**src/rtl/eviction_write_buffer_if.sv**
```systemverilog
// Upstream line port plus physical-memory port of the eviction buffer.
// master: hierarchy/memory side; slave: the buffer itself.
interface eviction_write_buffer_if #(
  parameter int s_line = 256
) ();
  logic              up_read;
  logic              up_write;
  logic [31:0]       up_address;
  logic [s_line-1:0] up_wdata;
  logic [s_line-1:0] up_rdata;
  logic              up_resp;
  logic              pmem_read;
  logic              pmem_write;
  logic [31:0]       pmem_address;
  logic [s_line-1:0] pmem_wdata;
  logic [s_line-1:0] pmem_rdata;
  logic              pmem_resp;

  modport master (
    output up_read, up_write, up_address, up_wdata,
    output pmem_rdata, pmem_resp,
    input  up_rdata, up_resp,
    input  pmem_read, pmem_write, pmem_address, pmem_wdata
  );

  modport slave (
    input  up_read, up_write, up_address, up_wdata,
    input  pmem_rdata, pmem_resp,
    output up_rdata, up_resp,
    output pmem_read, pmem_write, pmem_address, pmem_wdata
  );
endinterface

```
**src/rtl/eviction_write_buffer.sv**
```systemverilog
// Write-back buffer between cache hierarchy and memory: absorbs evictions,
// forwards hits, drains FIFO-order when idle. Ports: clk, rst, bus (slave).
module eviction_write_buffer #(
  parameter int s_offset = 5,
  parameter int s_line   = 256,
  parameter int DEPTH    = 4
) (
  input logic                   clk,
  input logic                   rst,
  eviction_write_buffer_if.slave bus
);
  localparam int TW = 32 - s_offset;
  localparam int PW = $clog2(DEPTH);
  localparam int CW = $clog2(DEPTH + 1);
  localparam logic [CW-1:0] FULL = CW'(DEPTH);

  typedef enum logic [1:0] {IDLE, RESP, MEM_READ, DRAIN} state_t;

  state_t            state;
  logic [DEPTH-1:0]  valid;
  logic [TW-1:0]     tag  [DEPTH];
  logic [s_line-1:0] data [DEPTH];
  logic [PW-1:0]     head;
  logic [PW-1:0]     tail;
  logic [CW-1:0]     count;
  logic [s_line-1:0] rdata_q;
  logic              hit;
  logic [PW-1:0]     hit_idx;
  logic [TW-1:0]     up_tag;
  logic              push;
  logic              coal;
  logic              unused_low;

  assign up_tag     = bus.up_address[31:s_offset];
  assign unused_low = ^bus.up_address[s_offset-1:0];

  // Coalescing guarantees at most one valid entry per tag.
  always_comb begin
    hit     = 1'b0;
    hit_idx = '0;
    for (int i = 0; i < DEPTH; i++) begin
      if (valid[i] && tag[i] == up_tag) begin
        hit     = 1'b1;
        hit_idx = PW'(i);
      end
    end
  end

  assign push = (state == IDLE) && !bus.up_read && bus.up_write &&
                !hit && (count != FULL);
  assign coal = (state == IDLE) && !bus.up_read && bus.up_write && hit;

  always_ff @(posedge clk) begin
    if (push) begin
      tag[tail]  <= up_tag;
      data[tail] <= bus.up_wdata;
    end else if (coal) begin
      data[hit_idx] <= bus.up_wdata;
    end
  end

  always_ff @(posedge clk or posedge rst) begin
    if (rst) begin
      state   <= IDLE;
      valid   <= '0;
      head    <= '0;
      tail    <= '0;
      count   <= '0;
      rdata_q <= '0;
    end else begin
      unique case (state)
        IDLE: begin
          if (bus.up_read) begin
            if (hit) begin
              rdata_q <= data[hit_idx];
              state   <= RESP;
            end else begin
              state <= MEM_READ;
            end
          end else if (bus.up_write) begin
            if (coal) begin
              state <= RESP;
            end else if (push) begin
              valid[tail] <= 1'b1;
              tail        <= tail + PW'(1);
              count       <= count + CW'(1);
              state       <= RESP;
            end else begin
              // Full: drain one line, the write is retried in IDLE.
              state <= DRAIN;
            end
          end else if (count != '0) begin
            state <= DRAIN;
          end
        end
        RESP: state <= IDLE;
        MEM_READ: begin
          if (bus.pmem_resp) begin
            rdata_q <= bus.pmem_rdata;
            state   <= RESP;
          end
        end
        DRAIN: begin
          if (bus.pmem_resp) begin
            valid[head] <= 1'b0;
            head        <= head + PW'(1);
            count       <= count - CW'(1);
            state       <= IDLE;
          end
        end
        default: state <= IDLE;
      endcase
    end
  end

  assign bus.up_rdata   = rdata_q;
  assign bus.up_resp    = (state == RESP);
  assign bus.pmem_read  = (state == MEM_READ);
  assign bus.pmem_write = (state == DRAIN);

  always_comb begin
    bus.pmem_address = '0;
    bus.pmem_wdata   = '0;
    if (state == MEM_READ) begin
      bus.pmem_address = {up_tag, {s_offset{1'b0}}};
    end else if (state == DRAIN) begin
      bus.pmem_address = {tag[head], {s_offset{1'b0}}};
      bus.pmem_wdata   = data[head];
    end
  end
endmodule

```
**src/flat_wrapper.sv**
```systemverilog
// flat-port wrapper written by rule: the top's interface ports become plain ports
module eviction_write_buffer_flat 
#(
  parameter int s_offset = 5,
  parameter int s_line   = 256,
  parameter int DEPTH    = 4
)
  (clk, rst, bus_up_read, bus_up_write, bus_up_address, bus_up_wdata, bus_pmem_rdata, bus_pmem_resp, bus_up_rdata, bus_up_resp, bus_pmem_read, bus_pmem_write, bus_pmem_address, bus_pmem_wdata);
  eviction_write_buffer_if #(.s_line(s_line)) bus_i ();
  input logic clk;
  input logic rst;
  input wire logic [$bits(bus_i.up_read)-1:0] bus_up_read;
  input wire logic [$bits(bus_i.up_write)-1:0] bus_up_write;
  input wire logic [$bits(bus_i.up_address)-1:0] bus_up_address;
  input wire logic [$bits(bus_i.up_wdata)-1:0] bus_up_wdata;
  input wire logic [$bits(bus_i.pmem_rdata)-1:0] bus_pmem_rdata;
  input wire logic [$bits(bus_i.pmem_resp)-1:0] bus_pmem_resp;
  output wire logic [$bits(bus_i.up_rdata)-1:0] bus_up_rdata;
  output wire logic [$bits(bus_i.up_resp)-1:0] bus_up_resp;
  output wire logic [$bits(bus_i.pmem_read)-1:0] bus_pmem_read;
  output wire logic [$bits(bus_i.pmem_write)-1:0] bus_pmem_write;
  output wire logic [$bits(bus_i.pmem_address)-1:0] bus_pmem_address;
  output wire logic [$bits(bus_i.pmem_wdata)-1:0] bus_pmem_wdata;
  assign bus_i.up_read = bus_up_read;
  assign bus_i.up_write = bus_up_write;
  assign bus_i.up_address = bus_up_address;
  assign bus_i.up_wdata = bus_up_wdata;
  assign bus_i.pmem_rdata = bus_pmem_rdata;
  assign bus_i.pmem_resp = bus_pmem_resp;
  assign bus_up_rdata = bus_i.up_rdata;
  assign bus_up_resp = bus_i.up_resp;
  assign bus_pmem_read = bus_i.pmem_read;
  assign bus_pmem_write = bus_i.pmem_write;
  assign bus_pmem_address = bus_i.pmem_address;
  assign bus_pmem_wdata = bus_i.pmem_wdata;
  eviction_write_buffer #(.s_offset(s_offset), .s_line(s_line), .DEPTH(DEPTH)) u_core (.clk(clk), .rst(rst), .bus(bus_i));
endmodule
```
**config.mk**
```make
export PLATFORM = sky130hd
export DESIGN_NAME = eviction_write_buffer_flat
export DESIGN_NICKNAME = d
export VERILOG_FILES = /design/src/rtl/eviction_write_buffer_if.sv /design/src/rtl/eviction_write_buffer.sv /design/src/flat_wrapper.sv
export SDC_FILE = /design/constraint.sdc
export NUM_CORES = 2
export LEC_CHECK = 0
export ABC_CLOCK_PERIOD_IN_PS = 40100
export CAP_MARGIN = 20
export CORE_AREA = 2 2 424 426
export CTS_BUF_LIST = sky130_fd_sc_hd__clkbuf_2
export CTS_CLUSTER_SIZE = 24
export DETAILED_ROUTE_END_ITERATION = 16
export DIE_AREA = 0 0 426 428
export GPL_ROUTABILITY_DRIVEN = 0
export HOLD_SLACK_MARGIN = 0.1
export PLACE_DENSITY = 0.58
export SLEW_MARGIN = 20
export SYNTH_ARGS = -nofsm -noshare
export SYNTH_HDL_FRONTEND = slang
export SYNTH_SLANG_ARGS = --single-unit
```
**constraint.sdc**
```tcl
create_clock -name clk -period 40.1 [get_ports clk]
set_clock_uncertainty 0.15 [all_clocks]
set_input_delay 6.015 -clock clk [delete_from_list [all_inputs] [get_ports clk]]
set_output_delay 6.015 -clock clk [all_outputs]
set_load 0.01 [all_outputs]
```
Word level (Yosys, flattened, before mapping)
Memory sizes are Yosys's and may differ from the RTL's.
Index checks and enable logic that the tools add are counted.

storage, ports and cells
  memories = 2
  ROM bits = 0
  bits of input ports = 549
  register bits after elaboration = 269
  logic and storage cells = 109
  bits in latches = 0
  memory bits (writable) = 1132

memory list
  memory       words  bits a word  read ports  clocked after memory_dff  write ports  RTL line                     source
  u_core.data  4      256          2           0                         1            eviction_write_buffer.sv:22  logic [s_line-1:0] data [DEPTH];
  u_core.tag   4      27           5           0                         1            eviction_write_buffer.sv:21  logic [TW-1:0] tag [DEPTH];

operators by class
  divide/modulo/power cells = 0
  $lt $le $gt $ge = 4
  shifts and indexed selects = 0
  muxes and demuxes = 48
  equality and inequality tests = 17
  reduce and logical (&&, ||, !) cells = 23
  multipliers = 0
  bitwise logic cells = 5
  add/subtract/negate cells = 4

operators by type and width
  kind                 count
  $mux 256             6
  $pmux 256 s2         1
  $reduce_or 256->1    1
  $eq 27x27->1         4
  $mux 32              2
  $mux 2               11
  $mux 4               5
  $mux 3               5
  $mux 1               13
  $ne 2x2->1 const B   6
  $logic_and 1x1->1    11
  $pmux 2 s4           1
  $pmux 4 s2           1
  $lt 2x3->1 const B   2
  $pmux 3 s2           1
  $reduce_and 6->1     1
  $reduce_and 5->1     1
  $add 2x1->2 const B  2
  $and 4x4->4          1
  $demux 1 s2          2
  $eq 2x2->1 const B   2
  $ge 2x1->1 const B   2
  $ne 2x1->1 const B   2
  $ne 4x4->1 const B   1
  other kinds (14)     17

Longest topological paths before layout
An unclocked memory read counts as a cell.

  depth after elaboration = 15
  depth in mapped cells = 11

Worst setup path before layout
No wires, ideal clock.

  path kind = input -> register
  start = input bus_up_address[5]
  end = memory u_core.data[2][0] (enable)
  cell stages on the path = 8
  arrival = 18472 ps
  slack = 20598 ps
  data required time = 39070 ps
  buffers on the path = 1
  cell sequence = clkbuf_1 > xnor2_1 > nand4_1 > or4_1 > or2_1 > a31oi_1 > mux2_2 > nor2_1

between the ends
  cells in the longest elaborated chain, start to end = 13

ends and longest elaborated chain
  what                                        RTL line                     source
  start: declaration                          flat_wrapper.sv:14           input wire logic [$bits(bus_i.up_address)-1:0] bus_up_address;
  $eq 27x27->1                                eviction_write_buffer.sv:42  if (valid[i] && tag[i] == up_tag) begin
  $logic_and 1x1->1                           eviction_write_buffer.sv:42
  $mux 1 (4 in series)                        eviction_write_buffer.sv:42
  $logic_not 1->1                             eviction_write_buffer.sv:50  !hit && (count != FULL);
  $logic_and 1x1->1                           eviction_write_buffer.sv:49  assign push = (state == IDLE) && !bus.up_read && bus.up_write &&
  $logic_and 1x1->1                           eviction_write_buffer.sv:50
  $mux 1                                      eviction_write_buffer.sv:54  if (push) begin
  $mux 1 (implied by the code)                eviction_write_buffer.sv:58  data[hit_idx] <= bus.up_wdata;
  $reduce_or 256->1 (no line)                 -
  $mux 2 (no line) or $mux 1 (tied branches)  -
  end: declaration                            eviction_write_buffer.sv:22

Parallel ways exist; a longest one is shown, timed or not.

Worst setup path after layout
  start = input bus_up_address[22]
  end = output bus_pmem_address[22]

between the ends
  cells in the longest elaborated chain, start to end = 1

ends and longest elaborated chain
  what              RTL line                      source
  $mux 32           eviction_write_buffer.sv:124  if (state == MEM_READ) begin
  end: declaration  flat_wrapper.sv:22            output wire logic [$bits(bus_i.pmem_address)-1:0] bus_pmem_address;

Every way passes these cells.

==> results.md <==
- Worst slew margin: 13.6%
- First-pass GRT wire length: 357000 microns
- Vias in the first global route: between 40000 and 50000
- Syn-to-layout area delta: 24.8%
- Tightest Pin Transition: roughly 1300 ps
- Crit path launch type: primary input
- Post-CTS setup repair buffer count: 0
- Yosys top cell area share: 51.6%
- Synth area leader: edfxtp_1
- Hpwl dp: around 150000 microns
- P per Cell Area: between 60 and 70 nW/um^2
- Final hold viol count: 0
- Crit Path Category: in -> out
- Final setup fails: 0
- P_leak: 0.0282 uW
- Post-synth EDFFs: 1132
- Post-Route WL: 255000 microns
- Clk Latency, worst-skew pair: 1910 ps
- Worst Hold Class: reg -> reg
- Clk root buf: clkbuf_2
- I/O Buffers: 1085
- RSZ-0062 raised after global routing: no
- FMAX: ~0.072 GHz
- Nets: 6158
- Final ANT Viol Nets: 0
- CP Max Fanout: 9
- Routed vias: 47414
- Final period util: between 30% and 40%
- Die Ht: 428 microns
- Unique cell type count in the Yosys netlist: 56
- Seq/Total Area, Yosys: approximately 60%
- Fin. max-slew vios: 0
- IO Pins: 1096
- Top post-synthesis cells by area: edfxtp_1 52%, dfrtp_1 10%, mux4_2 9.7%
- Post-CTS Hold Buffers: 0
- Worst Path Arrival: roughly 7700 ps
- DRT iter0 DRCs: around 4100
- Final Util: 46.3%
- Wire length per cell: 30.7 microns
- VDD IR max: 67.6 uV
- CTS tree: done
- Mapped cell area: 65900 sq um
- Post-synthesis instance total: 4463
- Reg clk slew, reported paths: 100 ps
- TritonCTS buffer count: 391
- Initial core utilization: 37.1%
- Chip width: around 430 microns
- Gr usage total: 27.1%
- Full die area: approximately 180000 sq um
- # rows: 155
- Antenna violations before repair: 94
- DR DRC count: 0
- Synth Warn #: 0
- Crit end category: output pin
- Synth Flop Type: edfxtp_1
- Longest Clk Path Bufs: 4
- CTS H-tree depth: 5
- Most frequent cell after synthesis: edfxtp_1
- Synth cell count leaders: 1132 x edfxtp_1, 515 x and2_1, 283 x mux4_2
- Clk sinks: 1401
- Yosys reg bits: about 1400
- CTS resizes: 0
- Total core area: 178000 sq um
- Fin Setup TNS: 0 ps
- Vias/cell: 5.70
- Power, Total: 5000 uW
- Pre-Repair DR Iteration Count: 6
- Status: finished clean
- Mean Syn Cell Area: 14.8 sq um
- Post-synth ARST share: 19.2%
- Min Tclk post-route: 13870 ps
- Layout cells sized above 1: 17.5%
- Grt total ovfl: 0
- Largest net degree at the start of global routing: around 140
- Maxcap violations: 0
- Critical Path RT: 33940 ps
==> layout make-up <==
| cell class | instances | area [sq um] |
|---|---|---|
| clock inverter | 117 | 558 |
| tap | 2355 | 2950 |
| timing repair buffer | 1160 | 11600 |
| clock buffer | 586 | 2930 |
| antenna | 58 | 145 |
| sequential | 1401 | 40700 |
| fill | 16201 | 95400 |
| multi-input combinational | 2636 | 23300 |
| inverter | 10 | 60.1 |
==> cell families after synthesis <==
logic type / count (synthesis) / synth area share (%)
multiplexers: 569 / 14.6
AO/OA/AOI/OAI: 1046 / 11.4
flip-flops: 1401 / 61.8
adder cells (fa/ha/maj): 9 / 0.182
buffers and inverters: 430 / 3.01
AND/OR/NAND/NOR: 895 / 7.52
other: 1 / 0.00569
XOR/XNOR: 112 / 1.52
==> critical path, cell delays in order <==
cell	delay (ps)
clkdlybuf4s50_1	740
mux2i_1	130
nor2b_1	130
clkdlybuf4s50_1	680
==> worst paths after layout <==
kind / slack [ps] / startpoint / endpoint / cells after the start
worst min register to register: 330 / u_core.data[3][206] / u_core.bus.up_rdata[206] / 3
max in group asynchronous: 33500 / rst / u_core.bus.up_rdata[137] / 4
min in group asynchronous: 4500 / rst / u_core.bus.up_rdata[54] / 2
worst max-delay path: 26230 / bus_up_address[22] / bus_pmem_address[22] / 4
worst max register to register: 33950 / u_core.tag[1][20] / u_core.data[1][137] / 10
worst min-delay path: 330 / u_core.data[3][206] / u_core.bus.up_rdata[206] / 3
==> state kept, by name, summed over array words and instances (netlist names) <==
register and count:
u_core.state 2, u_core.bus.up_rdata 256, u_core.tag 108, u_core.count 3, u_core.tail 2, u_core.head 2, u_core.valid 4, u_core.data 1024
==> metal layers <==
metal / track usage (%) / share of wire [%] / vias up
li1: - / - / 20065
met1: 33.5 / 38 / 24362
met2: 42.7 / 48 / 2383
met3: 7.33 / 8.4 / 548
met4: 15.9 / 5.5 / 56
met5: 0 / 0.15 / -
==> metrics by stage <==
stage                     area (sq um)  setup WS [ps]  hold WS [ps]  std cells
after floorplan                  65900          20600           299       4467
after global placement           78600          26240           313       7560
after detailed placement         78600          26230           324       7560
after CTS                        82100          26230           342       8263
after global routing             82300          26160           354       8316
final                            82300          26230           334       8323
==> report_power, final <==
part	internal (uW)	switching, uW	leakage, uW	total [uW]
logic	985	1090	0.0120	2070
registers	1770	119	0.0134	1890
clock network	410	630	0.00273	1040
==> placed cells by master, fill, tap and decap left out, drive strengths merged, types with 3 or more instances in the layout <==
| cell type | n |
|---|---|
| ha | 8 |
| and2 | 515 |
| o31ai | 256 |
| nor4b | 5 |
| nor2b | 28 |
| mux4 | 283 |
| clkdlybuf4s50 | 1085 |
| nor4 | 20 |
| nor2 | 263 |
| clkbuf | 586 |
| xnor2 | 75 |
| a211oi | 257 |
| mux2i | 29 |
| inv | 17 |
| and3 | 8 |
| and4 | 3 |
| a21boi | 256 |
| buf | 75 |
| clkinv | 106 |
| dfrtp | 269 |
| nand4 | 27 |
| o21ai | 5 |
| diode | 58 |
| nand2 | 12 |
| a31oi | 257 |
| bufinv | 3 |
| nand3 | 3 |
| mux2 | 257 |
| a21o | 4 |
| edfxtp | 1132 |
| nand4b | 3 |
| conb | 5 |
| xor2 | 37 |
Note: power is estimated with default switching activity, not from simulation.
==> RTL change (same flow settings) <==
`s_line` is set to 256 in 3 places; all go to 128.
--- a/src/rtl/eviction_write_buffer_if.sv
+++ b/src/rtl/eviction_write_buffer_if.sv
@@ -3,3 +3,3 @@
 interface eviction_write_buffer_if #(
-  parameter int s_line = 256
+  parameter int s_line = 128
 ) ();
--- a/src/rtl/eviction_write_buffer.sv
+++ b/src/rtl/eviction_write_buffer.sv
@@ -4,3 +4,3 @@
   parameter int s_offset = 5,
-  parameter int s_line   = 256,
+  parameter int s_line   = 128,
   parameter int DEPTH    = 4
--- a/src/flat_wrapper.sv
+++ b/src/flat_wrapper.sv
@@ -4,3 +4,3 @@
   parameter int s_offset = 5,
-  parameter int s_line   = 256,
+  parameter int s_line   = 128,
   parameter int DEPTH    = 4
Interface: changed (resized bus_pmem_rdata, bus_pmem_wdata, bus_up_rdata and bus_up_wdata); port bits go from 1096 to 584. The function was not compared with the original's and may differ.
==> RTL change against the original RTL <==
- critical path depth stayed put
- setup slack better by 20 ps
- non-clock buffer count is 549 lower
- power is 43% lower
- final area is 43% lower
- via count is 45% lower
- routed wire length is 44% lower
- sequential cell count is 640 lower
- critical endpoint is now bus_pmem_address[29]
- sequential power is 44% lower
- area after synthesis is 44% lower
==> RTL change: results (changes against the original RTL) <==
Clock network
  – CTS max path bufs: 3 (was 4)
  – H-Tree Level Count: 4 (was 5)
  – Num CTS Buffers: 203 (was 391)
  – CTS resizes: 0 (unchanged)
  – Clock Pin Slew Worst Setup and Hold Paths: 80 ps (was 100 ps)
  – Clk Latency, worst-skew pair: 1740 ps (was 1910 ps)
  – Root Buffer: clkbuf_2 (unchanged)

Critical path
  – Reg2Reg Depth: 9 (was 10)
  – Maximum fanout along the worst path: 9 (unchanged)
  – R2r setup slk: 34280 ps (was 33950 ps)
  – Crit path DAT: 7690 ps (was 7710 ps)
  – Crit path launch: bus_up_address[29] (was bus_up_address[22])
  – Reg-to-reg endpoint: u_core.data[2][14]$_DFFE_PP_ (was u_core.data[1][137]$_DFFE_PP_)
  – FF-to-FF Start: u_core.tag[1][5]$_DFFE_PP_ (was u_core.tag[1][20]$_DFFE_PP_)
  – CP peak stage delay: 680 ps (was 740 ps)
  – Worst Setup EP: bus_pmem_address[29] (was bus_pmem_address[22])
  – CP top delay family: buffers and inverters (unchanged)

Pwr
  – Leak Pwr: 16.0 nW (was 28.2 nW)
  – IR drop worst, VDD: 0.0478 mV (was 0.0676 mV)

Cells and area
  – Share of layout cells above drive strength 1: 20.6% (was 17.5%)
  – Final #Nets: 3374 (was 6158)
  – Max reg flops: 512 (was 1024)
  – Most flops, register: u_core.data (unchanged)
  – Fillers: 18.5k (was 16.2k)

Synth
  – Compound-Gate Fraction of Synth Area: 10.5% (was 11.4%)
  – Most frequent cells after synthesis: 620 x edfxtp_1, 261 x and2_1, 158 x nor2_1 (was 1132 x edfxtp_1, 515 x and2_1, 283 x mux4_2)
  – XOR/XNOR Fraction of Synth Area: 2.81% (was 1.52%)
  – Post-synthesis cell type count: 55 (was 56)
  – Post-synthesis sequential area ratio: 60.3% (was 61.8%)
  – Adder-Cell Fraction of Synth Area: 0.327% (was 0.182%)
  – Number of synthesized flops with an enable pin: 620 (was 1132)
  – Top cells by area, synth: edfxtp_1 51%, dfrtp_1 9.6%, mux4_2 9.5%, mux2_4 4.9%, and2_1 4.4% (was edfxtp_1 52%, dfrtp_1 10%, mux4_2 9.7%, and2_1 4.9%, mux2_1 3.9%)
  – Mux cell area share after synthesis: 15.5% (was 14.6%)
  – Share of synthesized flip-flops with an asynchronous set or reset: 18.5% (was 19.2%)

Global route
  – Vias in the first global route: 26.7k (was 47.6k)
  – Largest net degree at the start of global routing: 129 (was 139)
  – All-Layer GR Usage: 15.2% (was 27.1%)
  – First-pass GRT wire length: 198000 µm (was 357000 µm)
  – Initial antenna violation count: 42 (was 94)

Place
  – IO buf count: 573 (was 1085)
  – DP Wirelength: 85300 µm (was 154000 µm)
  – Post-Place Cell Area: 0.0449 mm² (was 0.0786 mm²)

STA
  – Final setup fails: 0 (unchanged)
  – Max_slew headroom: 18.6% (was 13.6%)

Outcome
  – Status: finished, final reports clean (unchanged)

Route
  – Via/cell ratio: 4.58 (was 5.70)
  – Post-Route WL: 143000 µm (was 255000 µm)
  – DRT iter0 DRCs: 2236 (was 4092)

Hold path
  – Hold Path Class: reg2reg (unchanged)
[RTL change: cell count changes in the layout (fill, tap and decap cells not counted), moves of 129 or more]
| cell | unedited run | this run |
|---|---|---|
| a211oi_1 | 257 | 128 |
| a21boi_0 | 256 | 117 |
| and2_1 | 514 | 256 |
| clkbuf_2 | 586 | 283 |
| clkdlybuf4s50_1 | 1085 | 573 |
| edfxtp_1 | 1132 | 620 |
| mux2_1 | 230 | 0 |
[RTL change: worst reg2reg max path, delay by kind of cell, from the launching register on]
family          cells  cell delay [ps]
buf+inv             2             1560
compound gates      3             1460
simple gates        2              910
mux                 1              490
flops               1              410
xor+xnor            1              330
[RTL change: routing by layer]
metal	global-route usage, %	vias to the layer above	wire length (µm)
met5	0	-	34
li1	-	11000	-
met1	17.5	13400	54400
met3	3.04	269	8590
met4	8.62	4	6450
met2	26.0	1165	73000
[RTL change: power breakdown]
group	total (mW)	switching, mW	internal, mW
clock network	0.591	0.357	0.233
registers	1.06	0.0889	0.967
logic	1.20	0.595	0.601
total	2.84	1.04	1.80
[RTL change: worst min path at each step]
| stage | end | slack, ps | start | cells past startpoint |
|---|---|---|---|---|
| final | u_core.bus.up_rdata[53]$_DFFE_PP0P_ | 360 | u_core.bus.up_rdata[53]$_DFFE_PP0P_ | 1 |
| after global routing | u_core.bus.up_rdata[31]$_DFFE_PP0P_ | 370 | u_core.bus.up_rdata[31]$_DFFE_PP0P_ | 1 |
| after CTS | u_core.valid[0]$_DFFE_PP0P_ | 340 | u_core.valid[0]$_DFFE_PP0P_ | 1 |
| after detailed placement | u_core.valid[0]$_DFFE_PP0P_ | 320 | u_core.valid[0]$_DFFE_PP0P_ | 1 |
| after global placement | u_core.valid[0]$_DFFE_PP0P_ | 320 | u_core.valid[0]$_DFFE_PP0P_ | 1 |
| after floorplan | u_core.valid[0]$_DFFE_PP0P_ | 300 | u_core.valid[0]$_DFFE_PP0P_ | 1 |
[RTL change: area by class of cell]
cell class              instances  area share, %
flip-flops and latches        761           47.1
multi-input cells            1483           29.0
repair buffers                611           13.0
well taps                    2355           6.27
clock buffers                 283           3.01
clock inverters                98           1.26
diodes                         38          0.202
inverters                      12          0.122
[RTL change: per-stage QoR]
stage / std cells / setup slack (ps) / util, %
6_report: 5641 / 26250 / 26.5
5_1_grt: 5640 / 26190 / 26.5
4_1_cts: 5603 / 26210 / 26.4
3_5_place_dp: 5222 / 26210 / 25.3
3_3_place_gp: 5221 / 26190 / 25.3
2_1_floorplan: 2486 / 22100 / -
